$ cat src/rtl/mux8_rr_scheduler.sv
// -----------------------------------------------------------------------------
// mux8_rr_scheduler
//   Round-robin scheduler in front of an 8:1 data multiplexer. It shares one
//   output channel between eight requesters. Each cycle it picks one requester
//   using a rotating priority pointer, and registers that requester's word into
//   a single-entry valid/ready output stage.
//
// Ports
//   clk        in   1     system clock, rising edge
//   rst        in   1     asynchronous reset, active-high
//   req        in   8     req[i]=1: requester i presents a word
//   in_data    in   8*DW  word i at in_data[i*DW +: DW]
//   gnt        out  8     one-hot accept pulse; word i is taken at this edge
//   out_valid  out  1     out_data/out_sel hold a word
//   out_ready  in   1     consumer accepts the word when out_valid & out_ready
//   out_data   out  DW    registered selected word
//   out_sel    out  3     index of the requester that supplied out_data
// -----------------------------------------------------------------------------
module mux8_rr_scheduler #(
    parameter int DW = 8
) (
    input  logic            clk,
    input  logic            rst,
    input  logic [7:0]      req,
    input  logic [8*DW-1:0] in_data,
    output logic [7:0]      gnt,
    output logic            out_valid,
    input  logic            out_ready,
    output logic [DW-1:0]   out_data,
    output logic [2:0]      out_sel
);

    typedef enum logic {
        EMPTY = 1'b0,
        FULL  = 1'b1
    } state_t;

    state_t     state;
    state_t     state_nxt;
    logic [2:0] ptr;
    logic       slot_free;
    logic       win_found;
    logic [2:0] win_idx;
    logic [2:0] scan_idx;
    logic       grant;

    assign out_valid = (state == FULL);

    // The output slot can take a new word when it is empty, or when its
    // current word leaves at this same edge (back-to-back handoff).
    assign slot_free = ~out_valid | out_ready;

    // Scan ptr, ptr+1, ..., ptr+7. The 3-bit add wraps modulo 8.
    always_comb begin
        win_found = 1'b0;
        win_idx   = ptr;
        scan_idx  = ptr;
        for (int i = 0; i < 8; i++) begin
            scan_idx = ptr + 3'(i);
            if (!win_found && req[scan_idx]) begin
                win_found = 1'b1;
                win_idx   = scan_idx;
            end
        end
    end

    // gnt is forced low while rst is asserted, even though rst is asynchronous
    // to the combinational grant path.
    always_comb begin
        gnt = '0;
        if (!rst && slot_free && win_found) begin
            gnt[win_idx] = 1'b1;
        end
    end

    assign grant = |gnt;

    always_comb begin
        state_nxt = state;
        case (state)
            EMPTY: begin
                if (grant) begin
                    state_nxt = FULL;
                end
            end
            FULL: begin
                if (out_ready && !grant) begin
                    state_nxt = EMPTY;
                end
            end
            default: state_nxt = EMPTY;
        endcase
    end

    // The output stage registers update only on a grant. On a stall or an idle
    // cycle, out_data and out_sel hold their values. The pointer also holds.
    always_ff @(posedge clk or posedge rst) begin
        if (rst) begin
            state    <= EMPTY;
            ptr      <= 3'd0;
            out_data <= '0;
            out_sel  <= 3'd0;
        end else begin
            state <= state_nxt;
            if (grant) begin
                out_data <= in_data[win_idx*DW +: DW];
                out_sel  <= win_idx;
                ptr      <= win_idx + 3'd1;
            end
        end
    end

endmodule

$ cat config.mk
export PLATFORM = sky130hd
export DESIGN_NAME = mux8_rr_scheduler
export DESIGN_NICKNAME = d
export VERILOG_FILES = /design/src/rtl/mux8_rr_scheduler.sv
export SDC_FILE = /design/constraint.sdc
export NUM_CORES = 1
export LEC_CHECK = 0
export ABC_AREA = 1
export CAP_MARGIN = 25
export CORE_MARGIN = 2
export CORE_UTILIZATION = 43
export CTS_CLUSTER_SIZE = 14
export DETAILED_ROUTE_END_ITERATION = 10
export GPL_ROUTABILITY_DRIVEN = 0
export PLACE_DENSITY = 0.81
export SLEW_MARGIN = 20
export SYNTH_ARGS = -nofsm -noshare
export SYNTH_HDL_FRONTEND = slang
export SYNTH_SLANG_ARGS = --single-unit
export TNS_END_PERCENT = 10
$ cat constraint.sdc
create_clock -name clk -period 4.3 [get_ports clk]
set_input_delay 0.86 -clock clk [delete_from_list [all_inputs] [get_ports clk]]
set_output_delay 0.86 -clock clk [all_outputs]
set_load 0.02 [all_outputs]
==> results of run 1 <==
==> logic make-up (layout without fill, tap and decap cells) <==
| kind of cell | Yosys count | count (layout) | share of synthesized area (%) |
|---|---|---|---|
| flip-flops | 15 | 15 | 17.1 |
| AO/OA/AOI/OAI | 18 | 18 | 5.97 |
| buffers and inverters | 41 | 151 | 8.93 |
| XOR/XNOR | 3 | 3 | 1.19 |
| adder cells (fa/ha/maj) | 2 | 2 | 1.14 |
| AND/OR/NAND/NOR | 330 | 330 | 65.7 |
==> registers in the layout (all words and copies together), names as in the netlist <==
name	flops
out_data	8
out_valid	1
out_sel	3
ptr	3
==> how the worst max path moves through the flow <==
| stage | end | slack [ns] | cells past startpoint |
|---|---|---|---|
| 3_3_place_gp | gnt[1] | -0.04 | 16 |
| 2_1_floorplan | gnt[1] | 0.37 | 20 |
| 5_1_grt | gnt[6] | 0.003 | 18 |
| 6_report | gnt[7] | 0.20 | 18 |
| 3_5_place_dp | gnt[7] | -0.06 | 18 |
| 4_1_cts | gnt[7] | 0.21 | 18 |
==> worst reg2reg max path: stages (launching register included) <==
cell and delay [ns]:
dfrtp_1 0.36, inv_2 0.04, ha_1 0.38, inv_1 0.27, nand3_1 0.15, nand3_1 0.10, nand2_2 0.11, nor2_4 0.14
nand4_2 0.13, nor2_1 0.17, buf_4 0.13, nor2_1 0.04, nand2_1 0.06, nand2_1 0.07, nand3_1 0.08, nand2_1 0.11
buf_4 0.19, nor2_1 0.49, a21boi_1 0.17, nand2_1 0.10
==> what timing repair did <==
action                                  in CTS  in global routing
buffers inserted                             0                  0
gates resized for setup                      9                  6
endpoints found under the setup margin       8                  7
==> cells in the mapped netlist <==
cell	n	share of area [%]
o21bai_1	3	1.0
nor2_2	2	0.57
xnor2_1	1	0.40
buf_6	3	1.5
nor2_4	2	1.0
inv_2	3	0.51
nand4_2	1	0.57
o21ai_0	2	0.45
clkbuf_1	5	0.85
a21boi_1	8	2.7
o21ai_1	1	0.23
buf_4	3	1.0
o211ai_1	1	0.34
o211ai_2	1	0.57
nand2_1	200	34
nand2_2	3	0.85
nor2_1	18	3.1
xor2_1	2	0.80
a21oi_1	1	0.23
nand2_4	1	0.51
nand4_1	12	3.4
ha_1	2	1.1
buf_2	7	1.6
nor3_1	1	0.23
nand3_1	88	20
nor4_2	1	0.57
inv_1	19	3.2
clkinv_1	1	0.17
a21oi_2	1	0.40
dfrtp_1	15	17
nand3_4	1	0.80
==> cells in the final DEF, fill, tap and decap left out, types with 2 or more instances in the layout <==
cell type	count
a21boi_1	8
buf_4	30
clkbuf_8	3
clkdlybuf4s15_1	2
clkdlybuf4s50_1	86
dfrtp_1	15
dlygate4sd2_1	5
ha_1	2
inv_1	19
inv_2	3
nand2_1	200
nand2_2	3
nand3_1	88
nand4_1	12
nor2_1	17
nor2_2	3
nor2_4	2
o21ai_0	2
o21bai_1	3
xor2_1	2
==> per-layer routing <==
layer	vias to the layer above	routed length [um]
li1	1552	-
met1	1395	3090
met2	117	3770
met3	17	520
met4	0	140
met5	-	0
==> stage by stage <==
step | TNS [ns] | instances | hold WS (ns)
floorplan | 0 | 409 | 0.592
global placement | -0.103 | 585 | 0.482
detailed placement | -0.367 | 585 | 0.490
CTS | 0 | 589 | 0.508
global route | 0 | 589 | 0.527
finish | 0 | 589 | 0.507
==> area by class of cell <==
class                   instances  area share [%]
multi-input cells             353            48.2
flip-flops and latches         15            11.1
clock buffers                   4            1.33
well taps                      70            2.59
inverters                      23            2.59
repair buffers                124            34.1
==> results.tsv, run 1 <==
stage	metric	value	unit
global_route	grt_pass1_vias	2801	
layout	drive_above_1_share	10.0	%
die	io_pins	95	
hold_path	whs_endpoint	out_sel[0]	
drt	routedWlPerCell	12.8	um
synth	yosys_warnings	0	
timing	period_share	95.4	%
drt	first_iter_violations	148	
synth	yosysUniqueCellTypes	31	
critical_path	cpPeakStageDelay	0.43	ns
hold_path	min_from	out_sel[0]	
synth	syn-num-nets	486	
die	initial_utilization	43.9	%
critical_path	critPathKind	input port to output port	
critical_path	worstPathCellList	clkdlybuf4s50_1 -> nand2_1 -> nand3_1 -> nand3_1 -> nand2_2 -> nor2_4 -> nand4_2 -> nor2_1 -> buf_4 -> nand2_1 -> nand2_1 -> inv_1 -> nand2_1 -> nand3_1 -> nand2_1 -> nand2_1 -> nor2_1 -> dlygate4sd2_1	
timing	rsz0062_at_grt	no	
hold_path	hold_depth	2	
hold_path	hold_class	register to register	
clock_network	h-tree-depth	1	
place	io_buffers	94	
layout	area_growth	53.7	%
timing	timing.fmax	244	MHz
drt	route.detailed.drc	0	
clock_network	ctsLongestPathBuffers	2	
layout	multi_input_area	1630	um2
clock_network	cts_buffers	3	
outcome	status	finished, final reports clean	
critical_path	reg2reg_from	ptr[0]	
timing	layout_setup_ws	0.200	ns
clock_network	cts_tree	built	
critical_path	critPathLaunchType	input port	
timing	hold_viol	0	
drt	drt_wl_total	7.53	mm
global_route	grt_pass1_wl	12.0	mm
die	die-area	5710	um2
global_route	global_route.usage.met1	32.1	%
critical_path	arrival	3.24	ns
die	std_cell_rows	26	
clock_network	root_buffer	clkbuf_8	
synth	netlist_instances	409	
synth	synth-seq-cells	15	
die	chipWidth	75.5	um
synth	ys_seq_area_share	17.1	%
critical_path	cp-end-kind	output port	
synth	synth.avg_cell_area	5.38	um2
critical_path	crit_required	3.44	ns
critical_path	critPathTopFamily	simple AND/OR/NAND/NOR gates	
critical_path	r2r_slack	0.97	ns
timing	skew	0.00325	ns
critical_path	crit_fanout	4	
timing	drv_slew	0	
critical_path	cp_common_cell	nand2_1	
die	die_h	75.5	um
place	place_ws	-0.0630	ns
synth	synth_area	2200	um2
clock_network	postCtsHoldBufs	0	
layout	fin_util	67.5	%
global_route	antenna_found_initial	0	
global_route	grt-ovfl-total	0	
place	placed_area	3340	um2
place	dp_hpwl	6.15	mm
layout	regArea	375	um2
layout	finalNetCount	597	
critical_path	reg2reg_depth	19	
timing	setup_viol	0	
drt	via_per_inst	5.23	
layout	fillers	483	
clock_network	clk_pin_slew	0.07	ns
critical_path	critical_path_buf_inv_count	4	
global_route	grt_max_degree	25	
clock_network	clk_latency	0.25	ns
global_route	gr-usage-all-layers	26.9	%
critical_path	rr_endpoint	out_data[5]	
drt	vias	3081	
drt	dr.pass1.iters	4	
critical_path	startpoint	req[6]	
layout	final_area	3380	um2
timing	tightest_slew	0.692	ns
timing	min_period	4.10	ns
clock_network	clkSinkCount	15	
layout	antenna_cells	0	
die	core_area	5010	um2
global_route	use_met2	47.9	%
global_route	busiest_layer	met2	
job	maxCapViolCount	0	
drt	ant_nets	0	
critical_path	crit_path_top_delay_cell	clkdlybuf4s50_1	
global_route	grt_use_met3	6.35	%
timing	maxSlewHeadroom	53.7	%
Power of run 1 is not shown: default switching activity piles up to over one toggle a cycle in this logic, so the estimate is an artifact.
==> inputs of run 2 (changes only) <==
CTS_BUF_LIST = sky130_fd_sc_hd__clkbuf_16   (was not set)
==> results.tsv, run 2 (synthesis results as in run 1) <==
stage	metric	value	unit	change
outcome	status	finished, final reports clean		unchanged
timing	period_share	95.7	%	was 95.4%
drt	route.detailed.drc	0		unchanged
global_route	global_route.usage.met1	31.9	%	was 32.1%
clock_network	cts_setup_buffers	0		unchanged
clock_network	cts_tree	built		unchanged
critical_path	critPathTopFamily	simple AND/OR/NAND/NOR gates		unchanged
global_route	antenna_found_initial	0		unchanged
critical_path	critPathKind	input port to output port		unchanged
die	initial_utilization	43.9	%	unchanged
global_route	grt-ovfl-total	0		unchanged
timing	tns	0	ns	unchanged
critical_path	arrival	3.26	ns	was 3.24 ns
critical_path	worstPathCellList	clkdlybuf4s50_1 -> nand2_1 -> nand3_1 -> nand3_1 -> nand2_2 -> nor2_4 -> nand4_2 -> nor2_1 -> buf_4 -> nand2_1 -> nand2_1 -> inv_1 -> nand2_1 -> nand3_1 -> nand2_1 -> nand2_1 -> nor2_1 -> dlygate4sd2_1		unchanged
clock_network	ctsLongestPathBuffers	2		unchanged
critical_path	crit_path_top_delay_cell	clkdlybuf4s50_1		unchanged
clock_network	clk_pin_slew	0.05	ns	was 0.07 ns
place	io_buffers	94		unchanged
clock_network	clkSinkCount	15		unchanged
drt	dr.pass1.iters	4		unchanged
timing	finalHoldWorstSlack	0.503	ns	was 0.507 ns
global_route	grt_max_degree	25		unchanged
layout	drive_above_1_share	10.0	%	unchanged
die	std_cell_rows	26		unchanged
critical_path	cpPeakStageDelay	0.43	ns	about the same
critical_path	critical_path_buf_inv_count	4		unchanged
timing	tightest_slew	0.699	ns	was 0.692 ns
drt	via_per_inst	5.25		was 5.23
global_route	gr-usage-all-layers	27.0	%	was 26.9%
layout	mostFrequentLayoutCell	nand2_1		unchanged
timing	hold_viol	0		unchanged
die	die_h	75.5	um	unchanged
job	maxCapViolCount	0		unchanged
critical_path	crit_fanout	4		unchanged
timing	skew	0.00153	ns	was 0.00325 ns
drt	drt_wl_total	7.54	mm	was 7.53 mm
layout	largest_register_ffs	8		unchanged
drt	vias	3092		was 3081
critical_path	cp_common_cell	nand2_1		unchanged
die	io_pins	95		unchanged
timing	maxSlewHeadroom	53.2	%	was 53.7%
timing	drv_slew	0		unchanged
critical_path	cp-end-kind	output port		unchanged
layout	mostFrequentLayoutCells	nand2_1, nand3_1, clkdlybuf4s50_1, buf_4, inv_1		unchanged
layout	largest-register	out_data		unchanged
timing	setup_viol	0		unchanged
timing	min_period	4.12	ns	was 4.10 ns
layout	antenna_cells	0		unchanged
clock_network	clk_latency	0.24	ns	was 0.25 ns
critical_path	crit_required	3.44	ns	about the same
die	die-area	5710	um2	unchanged
hold_path	hold_class	register to register		unchanged
global_route	grt_pass1_vias	2829		was 2801
timing	timing.fmax	243	MHz	was 244 MHz
drt	first_iter_violations	121		was 148
global_route	busiest_layer	met2		unchanged
layout	top_regs	out_data: 8 flops, out_sel: 3 flops, ptr: 3 flops		unchanged
critical_path	critPathLaunchType	input port		unchanged
layout	area_growth	55.4	%	was 53.7%
place	dp_hpwl	6.15	mm	unchanged
clock_network	h-tree-depth	1		unchanged
die	chipWidth	75.5	um	unchanged
global_route	grt_use_met3	6.75	%	was 6.35%
clock_network	root_buffer	clkbuf_16		was clkbuf_8
clock_network	cts_buffers	3		unchanged
global_route	grt_pass1_wl	12.0	mm	about the same
drt	ant_nets	0		unchanged
timing	rsz0062_at_grt	no		unchanged
global_route	use_met2	48.1	%	was 47.9%
drt	routedWlPerCell	12.8	um	about the same
die	core_area	5010	um2	unchanged
layout	finalNetCount	597		unchanged
-- run 2: cell types whose count changed in the layout (fill, tap and decap cells not counted), sizes merged --
cell          change
clkbuf            -1
dlygate4sd2       -1
dlymetal6s2s      +1
inv               +1
-- run 2: worst reg2reg max path, cell delays in order (launching register included) --
cell	delay [ns]
dfrtp_1	0.35
inv_2	0.04
ha_1	0.38
inv_1	0.25
nand3_1	0.14
nand3_1	0.10
nand2_2	0.11
nor2_4	0.14
nand4_2	0.13
nor2_1	0.17
buf_4	0.13
nor2_1	0.04
nand2_1	0.06
nand2_1	0.07
nand3_1	0.08
nand2_1	0.11
buf_4	0.20
nor2_1	0.49
a21boi_1	0.16
nand2_1	0.10
-- run 2: final timing paths --
kind	start	end	slack (ns)	cells after the start
setup reg to reg	ptr[0]	out_data[5]	0.99	19
hold reg to reg	out_sel[0]	out_sel[0]	0.50	2
min in group asynchronous	rst	out_valid	0.99	3
setup / recovery	req[6]	gnt[7]	0.18	18
hold / removal	out_sel[0]	out_sel[0]	0.50	2
max in group asynchronous	rst	out_data[3]	3.13	3
-- run 2: routing by layer --
layer	up-vias	share of wire, %
met1	1411	41
met4	0	2.3
met3	19	6.8
met2	110	50
met5	-	0
li1	1552	-
-- run 2: cell type report --
class | count | area, um2
clock buffer | 3 | 75.1
clock inverter | 1 | 3.75
fill | 481 | 1590
inverter | 23 | 87.6
multi-input combinational | 353 | 1630
sequential | 15 | 375
tap | 70 | 87.6
timing repair buffer | 124 | 1160
-- run 2: what timing repair did --
| item | in CTS | in global routing |
|---|---|---|
| endpoints found under the setup margin | 8 | 7 |
| hold endpoints to repair | 0 | 0 |
| gates resized for setup | 8 | 7 |
| hold buffers | 0 | 0 |
-- run 2: through the flow --
stage	util (%)	setup slack [ns]	cells	area, um2
2_1_floorplan	-	0.371	409	2200
3_3_place_gp	66.8	-0.0412	585	3340
3_5_place_dp	66.8	-0.0630	585	3340
5_1_grt	68.3	0.00351	589	3420
6_report	68.3	0.183	589	3420
4_1_cts	68.2	-0.0424	589	3420
Power of run 2 is left out for the same reason.
